File: src/rtl/mem_stage.sv
// Memory-access stage: latches the execute bus, captures SRAM read data,
// extends loads by byte offset and forwards results to write-back/bypass.
module mem_stage (
    input  logic        clk,
    input  logic        resetn,
    input  logic        es_to_ms_valid,
    input  logic [75:0] es_to_ms_bus,
    output logic        ms_allowin,
    input  logic [31:0] data_sram_rdata,
    input  logic        ws_allowin,
    output logic        ms_to_ws_valid,
    output logic [69:0] ms_to_ws_bus,
    output logic [38:0] ms_rf_collect
);

    logic        ms_valid_q, ms_valid_d;
    logic [75:0] bus_q, bus_d;
    logic        first_q, first_d;
    logic [31:0] rdata_buf_q, rdata_buf_d;

    logic        ms_ready_go;
    logic        accept;

    logic [4:0]  ld_op;
    logic        res_from_mem;
    logic        rf_we;
    logic [4:0]  rf_waddr;
    logic [31:0] alu_result;
    logic [31:0] pc;

    logic [1:0]  off;
    logic [31:0] mem_rdata;
    logic [7:0]  byte_sel;
    logic [15:0] half_sel;
    logic [31:0] load_result;
    logic [31:0] final_result;

    assign ms_ready_go    = 1'b1;
    assign ms_allowin     = ~ms_valid_q | (ms_ready_go & ws_allowin);
    assign ms_to_ws_valid = ms_valid_q & ms_ready_go;
    assign accept         = es_to_ms_valid & ms_allowin;

    assign {ld_op, res_from_mem, rf_we, rf_waddr, alu_result, pc} = bus_q;

    always_comb begin
        ms_valid_d  = ms_valid_q;
        bus_d       = bus_q;
        first_d     = accept;
        rdata_buf_d = rdata_buf_q;
        if (ms_allowin) begin
            ms_valid_d = es_to_ms_valid;
        end
        if (accept) begin
            bus_d = es_to_ms_bus;
        end
        // SRAM output is only trustworthy the cycle after the request.
        if (first_q) begin
            rdata_buf_d = data_sram_rdata;
        end
    end

    always_ff @(posedge clk) begin
        if (!resetn) begin
            ms_valid_q  <= 1'b0;
            bus_q       <= '0;
            first_q     <= 1'b0;
            rdata_buf_q <= '0;
        end else begin
            ms_valid_q  <= ms_valid_d;
            bus_q       <= bus_d;
            first_q     <= first_d;
            rdata_buf_q <= rdata_buf_d;
        end
    end

    assign off       = alu_result[1:0];
    assign mem_rdata = first_q ? data_sram_rdata : rdata_buf_q;

    always_comb begin
        byte_sel = mem_rdata[7:0];
        case (off)
            2'd0: byte_sel = mem_rdata[7:0];
            2'd1: byte_sel = mem_rdata[15:8];
            2'd2: byte_sel = mem_rdata[23:16];
            2'd3: byte_sel = mem_rdata[31:24];
            default: byte_sel = mem_rdata[7:0];
        endcase
    end

    assign half_sel = off[1] ? mem_rdata[31:16] : mem_rdata[15:0];

    always_comb begin
        load_result = mem_rdata;
        unique case (1'b1)
            ld_op[4]: load_result = {{24{byte_sel[7]}}, byte_sel};
            ld_op[3]: load_result = {{16{half_sel[15]}}, half_sel};
            ld_op[2]: load_result = mem_rdata;
            ld_op[1]: load_result = {24'd0, byte_sel};
            ld_op[0]: load_result = {16'd0, half_sel};
            default:  load_result = mem_rdata;
        endcase
    end

    assign final_result = res_from_mem ? load_result : alu_result;

    assign ms_to_ws_bus  = {rf_we, rf_waddr, final_result, pc};
    assign ms_rf_collect = {res_from_mem & ms_valid_q, rf_we & ms_valid_q,
                            rf_waddr, final_result};

endmodule

File: config.mk
export PLATFORM = sky130hd
export DESIGN_NAME = mem_stage
export DESIGN_NICKNAME = d
export VERILOG_FILES = /design/src/rtl/mem_stage.sv
export SDC_FILE = /design/constraint.sdc
export NUM_CORES = 1
export LEC_CHECK = 0
export CAP_MARGIN = 20
export CORE_MARGIN = 2
export CORE_UTILIZATION = 57
export DETAILED_ROUTE_END_ITERATION = 8
export DONT_BUFFER_PORTS = 1
export PLACE_DENSITY = 0.7
export SYNTH_ARGS = -nofsm -noshare
export SYNTH_HDL_FRONTEND = slang
export SYNTH_SLANG_ARGS = --single-unit
File: constraint.sdc
create_clock -name clk -period 2.9 [get_ports clk]
set_clock_uncertainty 0.2 [all_clocks]
set_input_delay 0.58 -clock clk [delete_from_list [all_inputs] [get_ports clk]]
set_output_delay 0.58 -clock clk [all_outputs]
set_load 0.03 [all_outputs]
==> impl_metrics.env <==
export IMPL_cts_buffers=9
export IMPL_fin_util_pct=65.6
export IMPL_p_int_mw=2.39
export IMPL_synth_edff_count=0
export IMPL_synth_fp_nets=794
export IMPL_pin_count=223
export IMPL_cpLargestDelayFamily="multiplexers"
export IMPL_timing_final_ws_setup_ns=-0.139
export IMPL_p_sw_share_pct=33.5
export IMPL_finalSetupViolCount=60
export IMPL_wl_met2_um=7120
export IMPL_clk_path_buf_depth=2
export IMPL_critPathCaptureType="output pin"
export IMPL_wl_met3_um=1240
export IMPL_crit_buf_inv=2
export IMPL_grt_max_degree=110
export IMPL_netlist_area_um2=5630
export IMPL_place_congestion=0.837
export IMPL_rsz0062_at_grt="yes"
export IMPL_drt_wirelength_per_cell_um=18.4
export IMPL_synth_top_cell_area_share_pct=38.7
export IMPL_hold_path_end="bus_q[74]$_SDFFE_PN0P_"
export IMPL_core_um2=9680
export IMPL_drtPass1Iterations=5
export IMPL_row_count=36
export IMPL_critPathKind="register to output pin"
export IMPL_nets=746
export IMPL_r2r_end="bus_q[55]$_SDFFE_PN0P_"
export IMPL_yosysTopAreaCell="dfxtp_1"
export IMPL_cpPeakStageDelay_ns=0.47
export IMPL_die_area_um2=10700
export IMPL_p_leak_nw=2.36
export IMPL_synth_most_common_cell="nand2_1"
export IMPL_violations="negative setup slack"
export IMPL_grt_pass1_vias=4242
export IMPL_dr_total_vias=4386
export IMPL_track_usage_pct=26.0
export IMPL_initial_core_util_pct=58.2
export IMPL_n_antenna_cell=0
export IMPL_worst_skew_pair_late_latency_ns=0.38
export IMPL_async_reset_ff_share_pct=0
export IMPL_yosys_register_bits=109
export IMPL_cp_max_fo=8
export IMPL_power_switching_mw=1.20
export IMPL_via_per_inst=5.68
export IMPL_drc=0
export IMPL_clock_fmax_mhz=329
export IMPL_rr_worst_depth=5
export IMPL_power_density_nw_per_um2=565
export IMPL_wl_met1_um=5480
export IMPL_first_iter_violations=214
export IMPL_cts_tree="done"
export IMPL_synth_cells=682
export IMPL_final_antenna_net_count=0
export IMPL_crit_start="first_q$_SDFF_PN0_"
export IMPL_drive_above_1_share_pct=25.2
export IMPL_hp_start="es_to_ms_bus[74]"
export IMPL_slew_headroom_pct=58.6
export IMPL_yosysUniqueCellTypes=44
export IMPL_synthTopCellsByArea="dfxtp_1 (39%), nand2_1 (11%), a21boi_0 (10%)"
export IMPL_hold_class="primary input to register"
export IMPL_ys_seq_area_share_pct=38.7
export IMPL_top_layer="met4"
export IMPL_gr_total_overflow=0
export IMPL_crit_chain="buf_8 -> mux2_4 -> mux4_2 -> nor2b_1 -> o22a_1 -> buf_12"
export IMPL_fin_total_pwr_mw=3.59
export IMPL_die_x_um=103
export IMPL_cp_slowest_cell="mux4_2"
export IMPL_yosysWarnings=0
export IMPL_reg2reg_from="ms_to_ws_valid$_SDFFE_PN0N_"
export IMPL_cts_sinks=109
export IMPL_die_h_um=103
export IMPL_min_period_ns=3.04
export IMPL_cts_htree_levels=3
export IMPL_start_kind="register"
export IMPL_tightestPinTransition_ns=0.621
export IMPL_final_period_utilization_pct=105
export IMPL_grt_first_pass_wirelength_um=21300
export IMPL_post_dp_hpwl_um=9520
export IMPL_antenna_found_initial=0
export IMPL_arrival_ns=2.26
export IMPL_wl_um=14200
export IMPL_rrSetupSlack_ns=0.80
export IMPL_status="finished, violations left"
export IMPL_synth_avg_cell_area_um2=8.26
export IMPL_p_clk_share_pct=27.1
export IMPL_hold_viol=0
export IMPL_nFillCells=778
export IMPL_maxCapViolCount=0
export IMPL_yosys_top_cells_count="nand2_1 (163), dfxtp_1 (109), a21boi_0 (76), buf_4 (76), nor2_1 (38)"
export IMPL_holdPathStages=2
export IMPL_root_buffer="clkbuf_8"
export IMPL_clkTransAtPathRegs_ns=0.11
export IMPL_ir_drop_uv=386
export IMPL_seqPwrFrac_pct=47.7
export IMPL_area_growth_syn_to_layout_pct=12.8
export IMPL_ys_flop_type="dfxtp_1"
export IMPL_combPwrFrac_pct=25.2
export IMPL_port_buffers=0
export IMPL_critPathRequiredTime_ns=2.12
export IMPL_slew_violations=0
## per-stage QoR
stage	worst slack, ns	cell area (um^2)	hold WS, ns	instances	setup TNS (ns)
after global routing	-0.196	6350	0.121	772	-9.51
after CTS	-0.141	6220	0.114	769	-4.91
after detailed placement	0.0820	5560	0.256	746	0
after global placement	0.0921	5560	0.253	746	0
final	-0.139	6350	0.123	772	-5.30
after floorplan	-0.0312	5650	0.240	682	-0.312
## cell families after synthesis
logic type	Yosys count	share of synthesized area, %
simple gates	267	21.0
mux	43	8.86
buf+inv	123	13.9
compound gates	140	17.5
flops	109	38.7
## final cells by class
class                           instances  area [um^2]  area share, %
Sequential cell                       109         2190           34.5
Clock buffer                           11          151           2.38
Inverter                                2         7.51          0.118
Timing Repair Buffer                   61          701           11.0
Multi-Input combinational cell        451         3080           48.4
Tap cell                              133          166           2.62
Clock inverter                          5         58.8          0.925
## worst max path at each step
stage / cells after the start / slack, ns / end
after detailed placement: 6 / 0.08 / ms_to_ws_bus[32]
after floorplan: 6 / -0.03 / ms_to_ws_bus[52]
after CTS: 6 / -0.14 / ms_rf_collect[4]
after global routing: 6 / -0.20 / ms_rf_collect[4]
after global placement: 6 / 0.09 / ms_to_ws_bus[32]
final: 6 / -0.14 / ms_rf_collect[4]
## layout by cell type (no fill, tap or decap), drive strengths merged, types with 2 or more instances in the layout
cell type,instances
a21oi,28
nor3,2
nand2,164
nor2,38
or2b,2
mux2i,15
mux2,25
nand2b,10
clkbuf,11
buf,61
a31oi,4
nor2b,15
o22ai,2
mux4,3
o22a,3
clkinv,2
a211oi,4
dfxtp,109
o21ai,9
a221oi,4
a21boi,76
a31o,2
a41oi,2
and2,21
o31a,3
nand3,4
and3,2
and3b,3
clkinvlp,2
inv,2
## per-layer routing
metal  GRT usage, %  vias to the layer above
li1               -                     2090
met2           43.0                      203
met4           12.9                        0
met3           6.38                       26
met5              0                        -
met1           31.6                     2067
## power by group through the flow
| stage | clock [mW] | sequential [mW] | combinational (mW) |
|---|---|---|---|
| 2_1_floorplan | 0 | 1.65 | 0.749 |
| 3_3_place_gp | 0 | 1.74 | 0.743 |
| 5_1_grt | 1.05 | 1.72 | 0.967 |
| 6_report | 0.975 | 1.71 | 0.904 |
| 4_1_cts | 0.988 | 1.71 | 0.873 |
| 3_5_place_dp | 0 | 1.74 | 0.759 |
## registers in the layout, indices dropped and copies added (netlist names)
register and count:
ms_to_ws_valid 1, bus_q 75, first_q 1, rdata_buf_q 32
## worst register-to-register path: stages (launching register included)
cell,delay (ns)
dfxtp_1,0.57
nand2b_1,0.38
nand2_2,0.18
buf_4,0.36
nand2_1,0.11
a21boi_0,0.21
## repair_timing
item	4_1_cts	5_1_grt
gates resized for setup	84	23
setup buffers	6	3
cloned	1	0
pin swaps	6	4
hold endpoints to repair	0	0
setup endpoints to repair	64	64
hold buffers	0	0
No activity file was read; power rests on OpenSTA's default activity.
